$ cat src/rtl/mac_mode_counter.sv
// Parametrised MAC step counter: up/down against a programmable limit, with
// clear, clamped load, wrap or saturate behaviour, and registered event pulses.
module mac_mode_counter #(
  parameter int unsigned WIDTH = 4
) (
  input  logic             clk,
  input  logic             rst,
  input  logic             count_enb,
  input  logic             count_reset,
  input  logic             load_en,
  input  logic [WIDTH-1:0] load_value,
  input  logic [WIDTH-1:0] limit,
  input  logic             up_down,
  input  logic             sat_mode,
  output logic [WIDTH-1:0] count_out,
  output logic             tc,
  output logic             wrap_pulse,
  output logic             sat_hit
);

  localparam logic [WIDTH-1:0] ONE = {{(WIDTH-1){1'b0}}, 1'b1};

  logic [WIDTH-1:0] count_q, count_d;
  logic             wrap_q, wrap_d;
  logic             sat_q, sat_d;

  always_comb begin
    count_d = count_q;
    wrap_d  = 1'b0;
    sat_d   = 1'b0;
    if (count_reset) begin
      count_d = '0;
    end else if (load_en) begin
      count_d = (load_value <= limit) ? load_value : limit;
    end else if (count_enb) begin
      if (up_down) begin
        // At or above limit never increments, so limit=all-ones cannot overflow
        if (count_q < limit) begin
          count_d = count_q + ONE;
        end else if (!sat_mode) begin
          count_d = '0;
          wrap_d  = 1'b1;
        end else begin
          count_d = limit;
          sat_d   = 1'b1;
        end
      end else begin
        if (count_q != '0) begin
          count_d = count_q - ONE;
        end else if (!sat_mode) begin
          count_d = limit;
          wrap_d  = 1'b1;
        end else begin
          sat_d   = 1'b1;
        end
      end
    end
  end

  always_ff @(posedge clk or negedge rst) begin
    if (!rst) begin
      count_q <= '0;
      wrap_q  <= 1'b0;
      sat_q   <= 1'b0;
    end else begin
      count_q <= count_d;
      wrap_q  <= wrap_d;
      sat_q   <= sat_d;
    end
  end

  assign count_out  = count_q;
  assign wrap_pulse = wrap_q;
  assign sat_hit    = sat_q;
  assign tc         = up_down ? (count_q >= limit) : (count_q == '0);

endmodule

$ cat config.mk
export PLATFORM = sky130hd
export DESIGN_NAME = mac_mode_counter
export DESIGN_NICKNAME = d
export VERILOG_FILES = /design/src/rtl/mac_mode_counter.sv
export SDC_FILE = /design/constraint.sdc
export NUM_CORES = 1
export LEC_CHECK = 0
export BUFFER_PORTS_ARGS = -buffer_cell sky130_fd_sc_hd__buf_2
export CORE_UTILIZATION = 55
export DETAILED_ROUTE_END_ITERATION = 16
export GPL_TIMING_DRIVEN = 0
export PLACE_DENSITY_LB_ADDON = 0.15
export SLEW_MARGIN = 5
export SYNTH_ARGS = -nofsm -noshare
export SYNTH_HDL_FRONTEND = slang
export SYNTH_SLANG_ARGS = --single-unit
$ cat constraint.sdc
create_clock -name clk -period 2.9 [get_ports clk]
set_clock_uncertainty 0.1 [all_clocks]
set_input_delay 0.29 -clock clk [delete_from_list [all_inputs] [get_ports clk]]
set_output_delay 0.29 -clock clk [all_outputs]
set_load 0.02 [all_outputs]
==> flow_metrics.py, run 1 <==
metrics = {
    "synthesis": {
        "syn_area_sq_um": 802.0,
        "ys_warn_count": 0,
        "yosys_register_bits": 6,
        "seq_area_frac_synth_pct": 18.72,
        "ys_types": 39,
        "synth_area_leaders": "dfrtp_1 19%, ha_1 16%, inv_1 4.7%, nand2_1 4.2%, nor2_1 4.2%",
        "syn_nets": 123,
        "synth_top_area_share_pct": 18.72,
        "yosysTopAreaCell": "dfrtp_1",
        "avgSynthCellArea_sq_um": 8.184,
        "netlist_instances": 98,
    },
    "placed_design": {
        "dp.cells": 133,
        "numPortBuffers": 20,
        "gp_congestion": 0.8615,
        "dp_hpwl_mm": 1.501,
        "detailedPlace.worstSlack_ps": 635.6,
    },
    "clock_network": {
        "cts_buffer_depth": 2,
        "clk_pin_slew_ps": 40,
        "h-tree-depth": 1,
        "cts_tree": "yes",
        "numCtsBuffers": 3,
        "cts_root_buffer": "clkbuf_4",
        "cts_sinks": 6,
        "clock_latency_ps": 240,
        "cts_resized": 0,
    },
    "pwr": {
        "p_int_w": 0.0002240,
        "p_sw_share_pct": 40.73,
        "vdd_drop_max_mv": 0.2486,
        "total_power_w": 0.0003779,
        "seq_power_share_pct": 27.9,
        "p_comb_share_pct": 52.9,
        "p_clk_share_pct": 19.2,
        "power.switching_w": 0.0001539,
        "leakagePower_nw": 0.4903,
        "powerDensity_nw_per_um2": 396.4,
    },
    "timing": {
        "relSlewSlack_pct": 70.27,
        "fin_setup_tns_ps": 0,
        "timing.final.crit_share_pct": 87.47,
        "period_needed_ps": 2537,
        "grt_setup_unrepaired": "false",
        "slew_viol_final": 0,
        "hold_viol_final": 0,
        "setup_viol": 0,
        "max_freq_mhz": 394.2,
        "worst_pin_slew_ps": 442.0,
        "fin_ws_ps": 363.4,
    },
    "global_route": {
        "gr-usage-met2_pct": 45.56,
        "grt_use_total_pct": 28.91,
        "grt_util_met3_pct": 11.11,
        "top_usage_layer": "met2",
        "grt_max_degree": 11,
        "grt.overflow.total": 0,
        "antenna_found_initial": 0,
        "grt_use_met1_pct": 38.28,
        "grt_pass1_vias": 732,
        "grt_pass1_wl_mm": 3.118,
    },
    "floorplan": {
        "core_area_sq_um": 1334,
        "die_area_sq_um": 1615,
        "initial_core_util_pct": 60.13,
        "die_w_um": 40.19,
        "rows": 13,
        "io_pins": 22,
        "die_h_um": 40.19,
    },
    "critical_path": {
        "worstPathArrival_ps": 2150,
        "worstPathRequired_ps": 2510,
        "critPathBufInv": 1,
        "path_delay_family": "compound AO/OA/AOI/OAI gates",
        "crit_path_start_kind": "flip-flop",
        "worstSetupPathType": "flip-flop to output pin",
        "slowest_stage": "dfrtp_1",
        "end_kind": "output pin",
        "crit_path_frequent_cell": "a21oi_1",
        "cp_cell_sequence": "ha_1 > a21oi_1 > o21ai_2 > a21oi_1 > o21ai_0 > buf_2",
        "path_max_fanout": 8,
        "crit_path_max_incr_delay_ps": 470,
    },
    "routing": {
        "via_per_inst": 6.044,
        "wirelength_mm": 1.859,
        "drc_errors": 0,
        "first_iter_violations": 18,
        "drtPass1Iterations": 4,
        "vias": 828,
        "postRouteAntennaNets": 0,
        "post_drt_wl_per_cell_um": 13.57,
    },
    "layout": {
        "diodes": 0,
        "final_common_cell": "buf_2",
        "multi_input_area_sq_um": 584.3,
        "final_core_util_pct": 71.48,
        "nets": 149,
        "fin_cells": 137,
        "final_cell_mix": "20 x buf_2, 10 x inv_1, 10 x ha_1, 9 x nand2_1, 9 x nor2_1",
        "syn_to_final_growth_pct": 18.88,
        "fill_cells": 121,
        "layout-drive-gt1-share_pct": 29.51,
        "register_area_sq_um": 150.1,
    },
    "min_path": {
        "hp-class": "input port to flip-flop",
    },
    "status": {
        "status": "finished clean",
    },
    "run": {
        "max_cap_violations": 0,
    },
}
kinds of logic (layout without fill, tap and decap cells):
logic type,after synthesis,after routing,synth area share (%)
flip-flops,6,6,18.72
multiplexers,4,4,5.148
buffers and inverters,14,38,8.424
AO/OA/AOI/OAI,24,24,25.28
adder cells (fa/ha/maj),10,10,15.60
XOR/XNOR,2,2,2.184
AND/OR/NAND/NOR,38,38,24.65
final timing paths:
| check | startpoint | to | slack [ps] | cells after the start |
|---|---|---|---|---|
| min reg2reg | count_out[0]$_DFFE_PN0P_ | count_out[0]$_DFFE_PN0P_ | 530 | 2 |
| max in group asynchronous | rst | count_out[0]$_DFFE_PN0P_ | 2240 | 2 |
| max reg2reg | count_out[3]$_DFFE_PN0P_ | count_out[2]$_DFFE_PN0P_ | 770 | 6 |
| max | count_out[3]$_DFFE_PN0P_ | tc | 360 | 6 |
| min in group asynchronous | rst | count_out[3]$_DFFE_PN0P_ | 320 | 2 |
| min | sat_mode | wrap_pulse$_DFF_PN0_ | 230 | 2 |
layout make-up:
type | instances | share of cell area [%]
inverter | 11 | 4.331
sequential | 6 | 15.75
timing repair buffer | 21 | 11.55
tap | 15 | 1.969
clock buffer | 3 | 2.362
buffer | 3 | 2.756
multi-input combinational | 78 | 61.29
state kept, by name (all words and copies together) (netlist names):
name,cells
count_out,4
sat_hit,1
wrap_pulse,1
repair_timing:
action,in CTS,in global routing
hold buffers,1,0
hold endpoints to repair,6,0
endpoints found under the setup margin,0,0
buffers inserted,0,0
power by group through the flow:
stage / Clock, W / Combinational, W / Sequential [W]
3_5_place_dp: 0 / 0.000197 / 0.000106
6_report: 0.0000725 / 0.000200 / 0.000105
3_3_place_gp: 0 / 0.000192 / 0.000106
4_1_cts: 0.0000757 / 0.000199 / 0.000105
2_1_floorplan: 0 / 0.000136 / 0.000113
5_1_grt: 0.0000828 / 0.000224 / 0.000107
per-layer routing:
layer,vias to the layer above,wire length (um)
li1,411,-
met1,384,881
met2,31,839
met3,2,125
met4,0,13
met5,-,0
Yosys cell counts:
| cell type | instances |
|---|---|
| ha_1 | 10 |
| inv_1 | 10 |
| nand2_1 | 9 |
| nor2_1 | 9 |
| a21oi_1 | 6 |
| dfrtp_1 | 6 |
| nor3_1 | 4 |
| mux2i_1 | 3 |
| nand3_1 | 3 |
| nand4_1 | 3 |
| a211o_1 | 2 |
| and3_1 | 2 |
| buf_4 | 2 |
| o21ai_0 | 2 |
| o21ai_1 | 2 |
| o21ai_2 | 2 |
| a2111oi_4 | 1 |
| a21boi_0 | 1 |
| a221oi_2 | 1 |
| a22oi_1 | 1 |
| a311o_1 | 1 |
| a31o_4 | 1 |
| a31oi_1 | 1 |
| a32oi_1 | 1 |
| and2_4 | 1 |
| buf_6 | 1 |
| inv_2 | 1 |
| mux2_2 | 1 |
| nand2b_1 | 1 |
| nand3b_1 | 1 |
| nor2_2 | 1 |
| nor2b_1 | 1 |
| nor3b_2 | 1 |
| nor4b_1 | 1 |
| o2111ai_1 | 1 |
| o41ai_1 | 1 |
| or4_1 | 1 |
| xnor2_1 | 1 |
| xor2_1 | 1 |
through the flow:
step / hold slack [ps] / cell area, sq um
6_report: 229.2 / 953.4
5_1_grt: 229.1 / 953.4
4_1_cts: 217.9 / 953.4
3_5_place_dp: 18.51 / 920.9
3_3_place_gp: 18.70 / 920.9
2_1_floorplan: -105.6 / 802.0
Note: power is estimated with default switching activity, not from simulation.
==> run 2: changes to the inputs <==
Settings changed: CTS_BUF_LIST set to sky130_fd_sc_hd__clkbuf_16.
==> run 2 against run 1 <==
Critical path type unchanged. Register-to-register slack barely moved. First-iteration DRC count rose by 33%. Utilization rose by 3.9 points. Power rose by 40%. Sequential power barely moved. Non-clock buffer count did not move. Fmax fell by 0.58%. Critical path depth rose by 1. Global-route usage rose by 1.6 points. Cell area rose by 5.5%. Worst setup slack got worse by 15 ps.
==> flow_metrics.py, run 2 (synthesis gave the netlist of run 1 again) <==
metrics = {
    "status": {
        "status": "finished clean",
    },
    "routing": {
        "drc_errors": 0,
        "first_iter_violations": 24,
        "drtPass1Iterations": 4,
        "post_drt_wl_per_cell_um": 14.74,
        "wirelength_mm": 2.020,
        "via_per_inst": 6.182,
        "postRouteAntennaNets": 0,
        "vias": 847,
    },
    "timing": {
        "max_freq_mhz": 391.9,
        "setup_viol": 0,
        "hold_viol_final": 0,
        "relSlewSlack_pct": 69.35,
        "period_needed_ps": 2552,
        "grt_setup_unrepaired": "false",
        "worst_pin_slew_ps": 455.7,
        "slew_viol_final": 0,
        "fin_setup_tns_ps": 0,
        "timing.final.crit_share_pct": 87.98,
    },
    "floorplan": {
        "initial_core_util_pct": 60.13,
        "die_h_um": 40.19,
        "core_area_sq_um": 1334,
        "die_w_um": 40.19,
        "rows": 13,
        "io_pins": 22,
        "die_area_sq_um": 1615,
    },
    "placed_design": {
        "dp_hpwl_mm": 1.501,
        "gp_congestion": 0.8615,
        "dpl_cell_area_sq_um": 920.9,
        "numPortBuffers": 20,
    },
    "critical_path": {
        "crit_path_max_incr_delay_ps": 460,
        "crit_path_start": "count_out[0]$_DFFE_PN0P_",
        "crit_path_start_kind": "flip-flop",
        "worstPathRequired_ps": 2510,
        "worstSetupPathType": "flip-flop to output pin",
        "worstPathArrival_ps": 2160,
        "end_kind": "output pin",
        "path_max_fanout": 7,
        "cp_cell_sequence": "inv_1 > ha_1 > nor3b_2 > and2_4 > a21oi_1 > o21ai_0 > buf_2",
        "reg2reg_from": "count_out[3]$_DFFE_PN0P_",
        "slowest_stage": "dfrtp_1",
    },
    "clock_network": {
        "post_cts_buffers": 0,
        "cts_tree": "yes",
        "cts_root_buffer": "clkbuf_16",
        "cts_buffer_depth": 2,
        "clock_latency_ps": 230,
        "clk_pin_slew_ps": 30,
        "cts_sinks": 6,
        "h-tree-depth": 1,
        "numCtsBuffers": 3,
    },
    "global_route": {
        "grt_pass1_vias": 768,
        "grt_pass1_wl_mm": 3.298,
        "grt.overflow.total": 0,
        "grt_max_degree": 11,
        "grt_use_total_pct": 30.47,
        "antenna_found_initial": 0,
    },
    "pwr": {
        "p_clk_share_pct": 41.7,
        "leakagePower_nw": 0.5134,
        "total_power_w": 0.0005293,
        "p_sw_share_pct": 33.08,
        "power.switching_w": 0.0001751,
        "p_int_w": 0.0003542,
        "powerDensity_nw_per_um2": 526.2,
        "p_comb_share_pct": 38.1,
        "seq_power_share_pct": 20.2,
        "vdd_drop_max_mv": 0.6201,
    },
    "run": {
        "max_cap_violations": 0,
    },
    "layout": {
        "final_design_area_no_fill_sq_um": 1006,
        "syn_to_final_growth_pct": 25.43,
        "final_cell_mix": "20 x buf_2, 10 x inv_1, 10 x ha_1, 9 x nand2_1, 9 x nor2_1",
        "largest_reg_flops": 4,
        "diodes": 0,
        "nets": 149,
        "final_common_cell": "buf_2",
        "layout-drive-gt1-share_pct": 29.51,
    },
    "min_path": {
        "hp-class": "input port to flip-flop",
        "hold_start": "sat_mode",
    },
}
==> run 2: cell count changes in the layout (fill, tap and decap cells not counted) <==
| cell | previous run | this run |
|---|---|---|
| clkbuf_16 | 0 | 3 |
| clkbuf_4 | 3 | 0 |
==> run 2: through the flow <==
| step | worst slack [ps] | instances | hold slack, ps | util [%] |
|---|---|---|---|---|
| after floorplan | 726.4 | 98 | -105.6 | - |
| after global placement | 645.7 | 133 | 18.70 | 69.04 |
| after detailed placement | 635.6 | 133 | 18.51 | 69.04 |
| after CTS | 376.4 | 137 | 237.7 | 75.42 |
| after global routing | 240.3 | 137 | 260.7 | 75.42 |
| final | 348.5 | 137 | 236.3 | 75.42 |
==> run 2: final timing paths <==
path                                            endpoint  cells after the start  slack [ps]
worst min register to register  count_out[0]$_DFFE_PN0P_                      2         550
worst min-delay path                wrap_pulse$_DFF_PN0_                      2         240
worst max register to register  count_out[2]$_DFFE_PN0P_                      6         770
min in group asynchronous       count_out[3]$_DFFE_PN0P_                      2         330
worst max-delay path                                  tc                      7         350
max in group asynchronous              sat_hit$_DFF_PN0_                      2        2220
==> run 2: layout make-up <==
class / count / area [sq um]
Fill cell: 111 / 327.8
Buffer: 3 / 26.28
Clock buffer: 3 / 75.07
Timing Repair Buffer: 21 / 110.1
Tap cell: 15 / 18.77
Multi-Input combinational cell: 78 / 584.3
Sequential cell: 6 / 150.1
Inverter: 11 / 41.29
==> run 2: layer usage <==
metal	vias to the layer above	routed length (um)	track usage [%]
met5	-	0	0
met4	0	27	5.000
met3	6	95	11.67
met2	28	963	49.19
met1	405	934	38.87
li1	408	-	-
==> run 2: repair_timing <==
| action | 4_1_cts | 5_1_grt |
|---|---|---|
| resized for setup | 0 | 0 |
| endpoints found under the hold margin | 6 | 0 |
| hold buffers | 1 | 0 |
==> run 2: worst max-delay path: cells and delay by family (launching register included) <==
kind                       cells  cell delay, ps
DFF                            1             460
AOI/OAI and AO/OA              2             500
buffers and inverters          2             310
and+or+nand+nor                2             380
adders and majority gates      1             270
==> run 2: power by group through the flow <==
stage	sequential [W]	combinational (W)	clock, W
floorplan	0.000113	0.000136	0
global placement	0.000106	0.000192	0
detailed placement	0.000106	0.000197	0
CTS	0.000106	0.000200	0.000221
global route	0.000108	0.000225	0.000226
finish	0.000107	0.000202	0.000221
